## src/rtl/pipelined_cla_pkg.sv

```systemverilog
// Shared constants, operation encoding and look-ahead helpers for the pipelined CLA adder.
package pipelined_cla_pkg;

  localparam int unsigned WIDTH_DEF            = 32;
  localparam int unsigned GROUP_DEF            = 4;
  localparam int unsigned GROUPS_PER_STAGE_DEF = 2;

  // Widest generate/propagate chain the look-ahead helper accepts.
  localparam int unsigned LA_MAX = 64;

  typedef enum logic {
    OP_ADD = 1'b0,
    OP_SUB = 1'b1
  } op_t;

  function automatic int unsigned stages_f(input int unsigned width, input int unsigned group,
                                           input int unsigned gps);
    return width / (group * gps);
  endfunction

  // Carry into position n of a p/g chain as a flat sum of products:
  // ci&p[0..n-1] | g[0]&p[1..n-1] | ... | g[n-1].
  function automatic logic la_carry(input logic [LA_MAX-1:0] p, input logic [LA_MAX-1:0] g,
                                    input logic ci, input int unsigned n);
    logic c;
    logic term;
    term = ci;
    for (int unsigned m = 0; m < n; m++) begin
      term = term & p[m[5:0]];
    end
    c = term;
    for (int unsigned j = 0; j < n; j++) begin
      term = g[j[5:0]];
      for (int unsigned m = j + 1; m < n; m++) begin
        term = term & p[m[5:0]];
      end
      c = c | term;
    end
    return c;
  endfunction

endpackage

```

## src/rtl/pipelined_cla_adder_cla_group.sv

```systemverilog
// One combinational look-ahead group: per-bit carries, sum, and group propagate/generate.
module cla_group
  import pipelined_cla_pkg::*;
#(
  parameter int unsigned GROUP = GROUP_DEF
) (
  input  logic [GROUP-1:0] a_i,
  input  logic [GROUP-1:0] b_i,
  input  logic             ci_i,
  output logic [GROUP-1:0] s_o,
  output logic             p_o,
  output logic             g_o,
  output logic [GROUP-1:0] c_o
);

  logic [LA_MAX-1:0] pv;
  logic [LA_MAX-1:0] gv;

  // Every carry is computed directly from ci and the bit p/g terms, never rippled.
  always_comb begin
    pv             = '0;
    gv             = '0;
    pv[GROUP-1:0]  = a_i ^ b_i;
    gv[GROUP-1:0]  = a_i & b_i;
    c_o            = '0;
    for (int unsigned i = 0; i < GROUP; i++) begin
      c_o[i] = la_carry(pv, gv, ci_i, i);
    end
    s_o = pv[GROUP-1:0] ^ c_o;
    p_o = &pv[GROUP-1:0];
    g_o = la_carry(pv, gv, 1'b0, GROUP);
  end

endmodule

```

## src/rtl/pipelined_cla_adder.sv

```systemverilog
// Pipelined carry-look-ahead adder/subtractor with a single global advance enable.
// Level 0 captures the (possibly inverted) operands; stage k resolves slice k between
// level k and level k+1, so the result is at level STAGES.
module pipelined_cla_adder
  import pipelined_cla_pkg::*;
#(
  parameter int unsigned WIDTH            = WIDTH_DEF,
  parameter int unsigned GROUP            = GROUP_DEF,
  parameter int unsigned GROUPS_PER_STAGE = GROUPS_PER_STAGE_DEF
) (
  input  logic             clk,
  input  logic             rst,
  input  logic             in_valid_i,
  output logic             in_ready_o,
  input  logic [WIDTH-1:0] a_i,
  input  logic [WIDTH-1:0] b_i,
  input  logic             cin_i,
  input  logic             sub_i,
  output logic             out_valid_o,
  input  logic             out_ready_i,
  output logic [WIDTH-1:0] sum_o,
  output logic             cout_o,
  output logic             ovf_o
);

  localparam int unsigned S          = GROUP * GROUPS_PER_STAGE;
  localparam int unsigned STAGES     = stages_f(WIDTH, GROUP, GROUPS_PER_STAGE);
  localparam int unsigned NUM_GROUPS = WIDTH / GROUP;

  logic             valid_q [0:STAGES];
  logic             valid_d [0:STAGES];
  logic             carry_q [0:STAGES];
  logic             carry_d [0:STAGES];
  logic [WIDTH-1:0] sum_q   [0:STAGES];
  logic [WIDTH-1:0] sum_d   [0:STAGES];
  logic [WIDTH-1:0] opa_q   [0:STAGES-1];
  logic [WIDTH-1:0] opa_d   [0:STAGES-1];
  logic [WIDTH-1:0] opb_q   [0:STAGES-1];
  logic [WIDTH-1:0] opb_d   [0:STAGES-1];
  logic             ovf_q;
  logic             ovf_d;

  logic [WIDTH-1:0]      grp_s;
  logic [WIDTH-1:0]      grp_c;
  logic [NUM_GROUPS-1:0] grp_p;
  logic [NUM_GROUPS-1:0] grp_g;
  logic [NUM_GROUPS-1:0] grp_ci;
  logic [STAGES-1:0]     stage_co;
  logic                  adv;
  op_t                   op;

  assign op          = op_t'(sub_i);
  assign adv         = ~valid_q[STAGES] | out_ready_i;
  assign in_ready_o  = adv;
  assign out_valid_o = valid_q[STAGES];
  assign sum_o       = sum_q[STAGES];
  assign cout_o      = carry_q[STAGES];
  assign ovf_o       = ovf_q;

  // Only the carry into the MSB is needed outside the groups (for overflow).
  logic unused_carries;
  assign unused_carries = ^grp_c[WIDTH-2:0];

  for (genvar n = 0; n < NUM_GROUPS; n++) begin : g_grp
    localparam int unsigned K = n / GROUPS_PER_STAGE;
    cla_group #(
      .GROUP(GROUP)
    ) u_grp (
      .a_i (opa_q[K][n*GROUP +: GROUP]),
      .b_i (opb_q[K][n*GROUP +: GROUP]),
      .ci_i(grp_ci[n]),
      .s_o (grp_s[n*GROUP +: GROUP]),
      .p_o (grp_p[n]),
      .g_o (grp_g[n]),
      .c_o (grp_c[n*GROUP +: GROUP])
    );
  end

  // Second look-ahead level: group carries and stage carry-out from group P/G.
  always_comb begin
    logic [LA_MAX-1:0] pv;
    logic [LA_MAX-1:0] gv;
    grp_ci   = '0;
    stage_co = '0;
    for (int unsigned k = 0; k < STAGES; k++) begin
      pv = '0;
      gv = '0;
      for (int unsigned m = 0; m < GROUPS_PER_STAGE; m++) begin
        pv[m] = grp_p[k*GROUPS_PER_STAGE + m];
        gv[m] = grp_g[k*GROUPS_PER_STAGE + m];
      end
      for (int unsigned l = 0; l < GROUPS_PER_STAGE; l++) begin
        grp_ci[k*GROUPS_PER_STAGE + l] = la_carry(pv, gv, carry_q[k], l);
      end
      stage_co[k] = la_carry(pv, gv, carry_q[k], GROUPS_PER_STAGE);
    end
  end

  // Next-level contents: capture at level 0, one resolved slice per later level.
  always_comb begin
    valid_d[0] = in_valid_i;
    opa_d[0]   = a_i;
    opb_d[0]   = (op == OP_SUB) ? ~b_i : b_i;
    carry_d[0] = (op == OP_SUB) ? ~cin_i : cin_i;
    sum_d[0]   = '0;
    for (int unsigned k = 1; k < STAGES; k++) begin
      opa_d[k] = opa_q[k-1];
      opb_d[k] = opb_q[k-1];
    end
    for (int unsigned k = 0; k < STAGES; k++) begin
      valid_d[k+1]            = valid_q[k];
      carry_d[k+1]            = stage_co[k];
      sum_d[k+1]              = sum_q[k];
      sum_d[k+1][k*S +: S]    = grp_s[k*S +: S];
    end
    ovf_d = stage_co[STAGES-1] ^ grp_c[WIDTH-1];
  end

  // Pipeline registers: all levels advance together or all hold.
  always_ff @(posedge clk or posedge rst) begin
    if (rst) begin
      for (int unsigned k = 0; k <= STAGES; k++) begin
        valid_q[k] <= 1'b0;
        carry_q[k] <= 1'b0;
        sum_q[k]   <= '0;
      end
      for (int unsigned k = 0; k < STAGES; k++) begin
        opa_q[k] <= '0;
        opb_q[k] <= '0;
      end
      ovf_q <= 1'b0;
    end else if (adv) begin
      for (int unsigned k = 0; k <= STAGES; k++) begin
        valid_q[k] <= valid_d[k];
        carry_q[k] <= carry_d[k];
        sum_q[k]   <= sum_d[k];
      end
      for (int unsigned k = 0; k < STAGES; k++) begin
        opa_q[k] <= opa_d[k];
        opb_q[k] <= opb_d[k];
      end
      ovf_q <= ovf_d;
    end
  end

endmodule
```

## config.mk

```make
export PLATFORM = sky130hd
export DESIGN_NAME = pipelined_cla_adder
export DESIGN_NICKNAME = d
export VERILOG_FILES = /design/src/rtl/pipelined_cla_pkg.sv /design/src/rtl/pipelined_cla_adder_cla_group.sv /design/src/rtl/pipelined_cla_adder.sv
export SDC_FILE = /design/constraint.sdc
export NUM_CORES = 1
export LEC_CHECK = 0
export ABC_CLOCK_PERIOD_IN_PS = 8020
export BUFFER_PORTS_ARGS = -buffer_cell sky130_fd_sc_hd__buf_2
export CAP_MARGIN = 20
export CORE_ASPECT_RATIO = 0.9
export CORE_MARGIN = 5
export CORE_UTILIZATION = 40
export CTS_CLUSTER_DIAMETER = 40
export DETAILED_ROUTE_END_ITERATION = 16
export HOLD_SLACK_MARGIN = 0.1
export PLACE_DENSITY_LB_ADDON = 0.15
export SYNTH_ARGS = -nofsm -noshare
export SYNTH_HDL_FRONTEND = slang
export SYNTH_SLANG_ARGS = --single-unit
```

## constraint.sdc

```tcl
create_clock -name clk -period 8.02 [get_ports clk]
set_clock_uncertainty 0.15 [all_clocks]
set_input_delay 1.604 -clock clk [delete_from_list [all_inputs] [get_ports clk]]
set_output_delay 1.604 -clock clk [all_outputs]
set_load 0.005 [all_outputs]
```

==> flow_metrics.env, run 1 <==
export IMPL_clock_sinks=251
export IMPL_cts_setup_buffers=0
export IMPL_syn_inst=1180
export IMPL_vias=7600
export IMPL_cts_hold_buf=0
export IMPL_crit_arrival_ns=2.43
export IMPL_power_density_nw_per_um2=432
export IMPL_grt_pass1_wl_um=38400
export IMPL_cts_resized=0
export IMPL_die_x_um=184
export IMPL_layout_commonest_cell="nand2_1"
export IMPL_cts_root_buf="clkbuf_16"
export IMPL_syn_num_nets=1298
export IMPL_numCtsBuffers=44
export IMPL_mostFrequentLayoutCells="597 x nand2_1, 251 x dfrtp_1, 105 x buf_2"
export IMPL_drtIter0Drc=517
export IMPL_critPathRequiredTime_ns=6.27
export IMPL_firstDrtPassIters=4
export IMPL_cts_tree="done"
export IMPL_syn_avg_cell_area_um2=9.23
export IMPL_cp_end_kind="primary output"
export IMPL_ant_nets=0
export IMPL_drc=0
export IMPL_htree_levels=2
export IMPL_placed_area_um2=11700
export IMPL_critPathKind="primary input to primary output"
export IMPL_setup_viol=0
export IMPL_status="finished, final reports clean"
export IMPL_cts_max_path_buffers=3
export IMPL_grt_overflow=0
export IMPL_fin_tns_setup_ns=0
export IMPL_max_freq_ghz=0.239
export IMPL_drive_above_1_share_pct=14.9
export IMPL_ys_types=30
export IMPL_maxCapViolCount=0
export IMPL_clock_latency_ns=0.52
export IMPL_yosysSeqAreaShare_pct=57.7
export IMPL_via_per_inst=4.55
export IMPL_rows=57
export IMPL_fin_crit_sh_pct=52.2
export IMPL_path_max_fanout=94
export IMPL_routed_wl_um=21900
export IMPL_wl_per_cell_um=13.1
export IMPL_max_slew_margin_pct=28.3
export IMPL_antenna_found_initial=0
export IMPL_slew_violations=0
export IMPL_ys_seq_elements=251
export IMPL_worst_pin_slew_ns=1.07
export IMPL_io_pins=106
export IMPL_dieArea_um2=30600
export IMPL_place_congestion=0.762
export IMPL_netlist_area_um2=10900
export IMPL_stdcell_area_um2=13200
export IMPL_hpwl_um=13500
export IMPL_antenna_cells=0
export IMPL_start_util_pct=40.5
export IMPL_clkTransAtPathRegs_ns=0.04
export IMPL_track_usage_pct=14.8
export IMPL_fin_crit_ns=4.18
export IMPL_yosys_warnings=0
export IMPL_start_kind="primary input"
export IMPL_synth_top_cell_area_share_pct=57.7
export IMPL_rsz0062_at_grt="false"
export IMPL_area_delta_synth_final_pct=21.0
export IMPL_p_leak_nw=6.76
export IMPL_nNetsFinal=1397
export IMPL_port_buffers=105
export IMPL_min_path_type="flip-flop to flip-flop"
export IMPL_grt_start_max_net_pins=161
export IMPL_irDropWorstVdd_mv=0.147
export IMPL_ys_top_cells_by_area="dfrtp_1 58%, nand2_1 21%, ha_1 4.6%"
export IMPL_yosysTopAreaCell="dfrtp_1"
export IMPL_hold_violations=0
export IMPL_die_h_um=167
export IMPL_first_global_vias=7741
export IMPL_core_area_um2=26900
metal layers:
layer | GRT usage [%] | part of all wire (%) | vias up
met4 | 3.95 | 1.5 | 0
met2 | 22.4 | 45 | 105
met5 | 0 | 0 | -
met1 | 21.7 | 50 | 3513
met3 | 3.27 | 4.0 | 28
li1 | - | - | 3954
flip-flops by register name, indices dropped and copies added, names as in the netlist:
signal       count
carry_q          4
cout_o           1
opa_d           72
opa_q            8
opb_d           72
opb_q            8
out_valid_o      1
ovf_o            1
sum_d           48
sum_o           32
valid_d          4
cell families after synthesis:
group                      Yosys count  share of synthesized area [%]
xor gates and xnor gates            43                           3.46
AOI/OAI and AO/OA                  123                           6.96
buffers and inverters               73                           3.03
muxes                                5                          0.494
DFF                                251                           57.7
adders and majority gates           48                           6.07
and+or+nand+nor                    637                           22.3
final timing paths:
check | start | endpoint | slack [ns] | cells after the start
setup / recovery | out_ready_i | in_ready_o | 3.84 | 4
hold / removal | sum_o[11] | sum_o[11] | 0.31 | 2
setup reg to reg | out_valid_o | ovf_o | 4.97 | 6
hold reg to reg | sum_o[11] | sum_o[11] | 0.31 | 2
max in group asynchronous | rst | out_valid_o | 5.47 | 3
min in group asynchronous | rst | sum_d[42] | 0.99 | 2
area by class of cell:
class | instances | area, um^2
Clock buffer | 57 | 1250
Clock inverter | 25 | 258
Timing Repair Buffer | 112 | 591
Tap cell | 354 | 443
Sequential cell | 251 | 6280
Inverter | 14 | 61.3
Fill cell | 2610 | 13700
Multi-Input combinational cell | 856 | 4280
synth_stat cells (all sizes together):
cell	count
a2111oi	1
a21o	7
o21ai	54
o31ai	14
xor2	8
dfrtp	251
clkbuf	16
xnor2	35
ha	40
mux2	3
a21oi	23
o21a	21
nand4	2
nor2	18
nand2	597
mux2i	2
nor3	16
a31oi	1
fa	8
nor2b	1
or2	1
buf	43
nand2b	2
a211oi	2
inv	14
critical path, stage by stage:
cell and delay [ns]:
buf_2 0.10, nor2b_4 0.05, inv_6 0.43, buf_2 0.23
power by group:
| part | total, mW | internal, mW | switching, mW |
|---|---|---|---|
| registers | 2.16 | 1.84 | 0.319 |
| logic | 1.67 | 0.701 | 0.972 |
| clock network | 1.86 | 1.23 | 0.626 |
| total | 5.69 | 3.77 | 1.92 |
through the flow:
stage	hold slack [ns]	total power, mW	utilization [%]	std cells	setup WS, ns
after global placement	0.297	3.85	43.4	1587	3.72
after global routing	0.328	6.19	49.0	1669	3.73
after detailed placement	0.302	3.88	43.4	1587	3.71
final	0.306	5.69	49.0	1669	3.84
after CTS	0.313	5.79	49.0	1669	3.78
after floorplan	0.280	3.42	-	1180	2.96
Note: power is estimated with default switching activity, not from simulation.
==> run 2, diff against run 1 <==
ABC_CLOCK_PERIOD_IN_PS = 3700   (was 8020)
clock period = 3.7 ns   (was 8.02 ns; I/O delays follow)
==> run 2 against run 1 <==
  * Sequential share of layout area fell by 0.10 points
  * Combinational power grew 120%
  * Core utilization rose by 0.11 points
  * Sequential cell count is the same
  * Clock power rose by 110%
  * Die area stayed put
  * Largest cell class unchanged
==> flow_metrics.env, run 2 (synthesis results as in run 1) <==
export IMPL_die_h_um=167
export IMPL_clock_sinks=251
export IMPL_antenna_found_initial=0
export IMPL_drtIter0Drc=418
export IMPL_first_global_vias=7656
export IMPL_cts_tree="done"
export IMPL_fin_cells=1665
export IMPL_drc=0
export IMPL_min_path_cells=3
export IMPL_min_path_type="primary input to flip-flop"
export IMPL_irDropWorstVdd_mv=0.297
export IMPL_fin_crit_ns=2.66
export IMPL_mostFrequentLayoutCells="597 x nand2_1, 251 x dfrtp_1, 105 x buf_2"
export IMPL_area_delta_synth_final_pct=21.2
export IMPL_crit_arrival_ns=2.87
export IMPL_routed_wl_um=21900
export IMPL_layout_commonest_cell="nand2_1"
export IMPL_power_density_nw_per_um2=928
export IMPL_final_util_pct=49.1
export IMPL_max_freq_ghz=0.376
export IMPL_placedCellCount=1594
export IMPL_port_buffers=105
export IMPL_fin_crit_sh_pct=71.9
export IMPL_numCtsBuffers=39
export IMPL_wl_per_cell_um=13.2
export IMPL_cts_hold_buf=0
export IMPL_clock_latency_ns=0.50
export IMPL_hold_violations=0
export IMPL_maxCapViolCount=0
export IMPL_setup_viol=0
export IMPL_place_congestion=0.738
export IMPL_vias=7621
export IMPL_timing_rr_start="opb_q[24]"
export IMPL_path_max_fanout=3
export IMPL_cts_resized=0
export IMPL_worst_pin_slew_ns=0.915
export IMPL_firstDrtPassIters=4
export IMPL_ant_nets=0
export IMPL_slew_violations=0
export IMPL_rows=57
export IMPL_grt_overflow=0
export IMPL_grt_pass1_wl_um=38200
export IMPL_dieArea_um2=30600
export IMPL_grt_start_max_net_pins=151
export IMPL_reg2reg_depth=10
export IMPL_cts_root_buf="clkbuf_16"
export IMPL_die_x_um=184
export IMPL_cts_max_path_buffers=3
export IMPL_max_slew_margin_pct=38.9
export IMPL_critPathRequiredTime_ns=3.91
export IMPL_status="finished, final reports clean"
export IMPL_htree_levels=2
export IMPL_hpwl_um=14000
export IMPL_placed_area_um2=11800
export IMPL_cp_end_kind="flip-flop"
export IMPL_track_usage_pct=14.8
export IMPL_start_util_pct=40.5
export IMPL_io_pins=106
export IMPL_rsz0062_at_grt="false"
export IMPL_drive_above_1_share_pct=14.8
export IMPL_min_to="opa_d[82]"
export IMPL_clkTransAtPathRegs_ns=0.05
export IMPL_rrSetupSlack_ns=1.04
export IMPL_min_delay_start="a_i[18]"
export IMPL_start_kind="flip-flop"
export IMPL_core_area_um2=26900
export IMPL_critPathKind="flip-flop to flip-flop"
export IMPL_nFillCells=2586
export IMPL_antenna_cells=0
export IMPL_worstReg2RegEnd="sum_o[31]"
export IMPL_p_leak_nw=6.78
export IMPL_cts_setup_buffers=0
export IMPL_stdcell_area_um2=13200
export IMPL_via_per_inst=4.58
export IMPL_nNetsFinal=1399
run 2: worst max path at each step:
stage | from | end | slack [ns] | cells after the start
floorplan | rst | carry_q[1] | -0.49 | 1
global placement | out_ready_i | ovf_o | 1.03 | 6
detailed placement | out_ready_i | ovf_o | 1.03 | 6
CTS | opb_q[24] | sum_o[31] | 1.01 | 10
global route | opb_q[24] | sum_o[31] | 0.82 | 10
finish | opb_q[24] | sum_o[31] | 1.04 | 10
run 2: cell type report:
cell class,instances,area (um^2),area share (%)
Sequential cell,251,6280,47.6
Multi-Input combinational cell,856,4280,32.5
Clock buffer,45,1060,8.04
Timing Repair Buffer,119,706,5.35
Tap cell,354,443,3.36
Clock inverter,26,362,2.74
Inverter,14,61.3,0.465
run 2: metrics by stage:
step	total power, mW	hold slack, ns	setup TNS (ns)	worst slack, ns
after floorplan	7.42	0.280	-123.41	-0.492
after global placement	8.37	0.297	0	1.03
after detailed placement	8.45	0.299	0	1.03
after CTS	12.5	0.253	0	1.01
after global routing	13.3	0.272	0	0.817
final	12.2	0.275	0	1.04
run 2: where the power goes:
| group | switching (mW) | internal [mW] |
|---|---|---|
| Clock | 1.30 | 2.63 |
| Sequential | 0.677 | 3.98 |
| Combinational | 2.11 | 1.54 |
| Total | 4.09 | 8.15 |
run 2: per-layer routing:
metal,global-route usage [%],part of all wire (%),up-vias
li1,-,-,3957
met1,22.0,50,3530
met2,22.3,44,97
met3,2.70,3.6,37
met4,4.37,1.9,0
met5,0,0,-
run 2: worst max-delay path, stage by stage, from the launching register on:
cell and delay [ns]:
dfrtp_1 0.38, ha_1 0.33, a211oi_2 0.30, nor2_1 0.07
o21ai_0 0.15, nand2b_1 0.12, ha_1 0.19, or2_1 0.22
a31oi_1 0.30, xor2_1 0.21, a21oi_1 0.09
==> run 3, diff against run 2 <==
ABC_CLOCK_PERIOD_IN_PS = 2100   (was 3700)
clock period = 2.1 ns   (was 3.7 ns; I/O delays follow)
==> run 3 against run 2 <==
  * The run now ends with negative setup slack left
  * Critical path depth stayed put
  * Core utilization is 4.4 points higher
  * Combinational power is 110% higher
  * Sequential power is 76% higher
  * Die area stayed put
  * Maximum frequency is 19% higher
  * Via count is 5.4% higher
  * Hold slack worse by 0.16 ns
  * Register-to-register slack worse by 1.2 ns
  * Clock power is 80% higher
  * Non-clock buffer count is 99 higher
  * Global-route usage is 0.52 points higher
  * Critical endpoint is now sum_o[28]
  * Largest cell class unchanged
==> flow_metrics.env, run 3 (synthesis results as in run 1) <==
export IMPL_status="complete, but fails checks"
export IMPL_violations="negative setup slack"
export IMPL_stdcell_area_um2=14400
export IMPL_placed_area_um2=12100
export IMPL_power_density_nw_per_um2=1600
export IMPL_grt_pass1_wl_um=39600
export IMPL_setup_slack_ns=-0.134
export IMPL_cts_max_path_buffers=3
export IMPL_critPathKind="flip-flop to flip-flop"
export IMPL_crit_arrival_ns=2.53
export IMPL_rows=57
export IMPL_ant_nets=0
export IMPL_layout_commonest_cell="nand2_1"
export IMPL_start_kind="flip-flop"
export IMPL_mostFrequentLayoutCells="597 x nand2_1, 251 x dfrtp_1, 105 x buf_2"
export IMPL_cts_tree="done"
export IMPL_first_global_vias=8048
export IMPL_slowest_delay_ns=0.52
export IMPL_start_util_pct=40.5
export IMPL_critPathRequiredTime_ns=2.39
export IMPL_via_per_inst=4.55
export IMPL_clock_sinks=251
export IMPL_area_delta_synth_final_pct=32.0
export IMPL_die_x_um=184
export IMPL_grt_overflow=0
export IMPL_track_usage_pct=15.3
export IMPL_fin_crit_ns=2.23
export IMPL_antenna_found_initial=0
export IMPL_fin_crit_sh_pct=106
export IMPL_cts_root_buf="clkbuf_16"
export IMPL_htree_levels=2
export IMPL_irDropWorstVdd_mv=0.514
export IMPL_drive_above_1_share_pct=18.2
export IMPL_dieArea_um2=30600
export IMPL_fin_hold_ws_ns=0.116
export IMPL_grt_start_max_net_pins=97
export IMPL_clock_latency_ns=0.51
export IMPL_port_buffers=105
export IMPL_min_path_type="primary input to flip-flop"
export IMPL_firstDrtPassIters=4
export IMPL_vias=8032
export IMPL_total_power_mw=22.9
export IMPL_antenna_cells=0
export IMPL_nNetsFinal=1500
export IMPL_wl_per_cell_um=12.9
export IMPL_cpMostUsedCell="nand2_1"
export IMPL_drtIter0Drc=379
export IMPL_rrSetupSlack_ns=-0.13
export IMPL_cp_end_kind="flip-flop"
export IMPL_clkTransAtPathRegs_ns=0.05
export IMPL_slew_violations=0
export IMPL_routed_wl_um=22800
export IMPL_core_area_um2=26900
export IMPL_max_freq_ghz=0.448
export IMPL_hpwl_um=14900
export IMPL_rsz0062_at_grt="true"
export IMPL_setup_viol=10
export IMPL_path_cells="ha_4, a211oi_4, nor2_1, o21ai_1, nand2b_1, buf_4, buf_6, fa_2, nand2_1, nand2_1"
export IMPL_path_max_fanout=2
export IMPL_max_slew_margin_pct=64.5
export IMPL_p_leak_nw=7.24
export IMPL_numCtsBuffers=41
export IMPL_cp_slowest_cell="fa_2"
export IMPL_io_pins=106
export IMPL_die_h_um=167
export IMPL_drc=0
export IMPL_worst_pin_slew_ns=0.532
export IMPL_place_congestion=0.756
export IMPL_maxCapViolCount=0
export IMPL_hold_violations=0
-- run 3: changes by cell type in the layout (fill, tap and decap cells not counted), moves of 6 or more --
cell	change
buf_12	+6
buf_4	+28
clkinvlp_4	+7
dlygate4sd3_1	+64
ha_1	-8
-- run 3: path summary, 6_finish.rpt --
| check | startpoint | end | cells past startpoint |
|---|---|---|---|
| min in group asynchronous | rst | sum_d[42] | 3 |
| min | b_i[7] | opb_d[71] | 3 |
| min reg2reg | sum_o[23] | sum_o[23] | 2 |
| max reg2reg | opb_q[24] | sum_o[28] | 10 |
| max in group asynchronous | rst | opa_d[59] | 4 |
| max | opb_q[24] | sum_o[28] | 10 |
-- run 3: worst max-delay path, delay by kind of cell (launching register included) --
kind / cells / cell delay [ns]
DFF: 1 / 0.41
and+or+nand+nor: 4 / 0.27
AOI/OAI and AO/OA: 2 / 0.33
buffers and inverters: 2 / 0.25
adders and majority gates: 2 / 0.79
-- run 3: stage by stage --
step                      setup slack (ns)  utilization (%)  instances  TNS [ns]
after detailed placement            -0.243             45.0       1624     -1.31
after CTS                           -0.195             53.1       1765    -0.936
after floorplan                      -1.77                -       1180   -445.11
after global routing                -0.260             53.4       1767     -1.97
after global placement              -0.219             45.0       1624    -0.931
final                               -0.134             53.4       1767    -0.809
-- run 3: layout make-up --
cell class / instances / area, um^2
timing repair buffer: 218 / 1690
clock inverter: 28 / 400
sequential: 251 / 6280
clock buffer: 46 / 1060
tap: 354 / 443
multi-input combinational: 856 / 4430
fill: 2527 / 12500
inverter: 14 / 63.8
-- run 3: per-layer routing --
layer | track usage, % | routed length, um | vias up
met1 | 21.4 | 10900 | 3742
met4 | 4.08 | 432 | 0
met3 | 2.99 | 889 | 39
met5 | 0 | 0 | -
li1 | - | - | 4153
met2 | 24.6 | 10500 | 98
-- run 3: power by group --
part	switching (mW)	total [mW]	internal (mW)
clock	2.32	7.08	4.77
combinational	4.06	7.62	3.56
sequential	1.21	8.22	7.01
-- run 3: what timing repair did --
action	CTS	global route
pin swaps	15	12
endpoints found under the hold margin	209	0
resized for setup	8	13
hold buffers	64	0
setup endpoints to repair	13	17
setup buffers	4	2
cloned	0	0
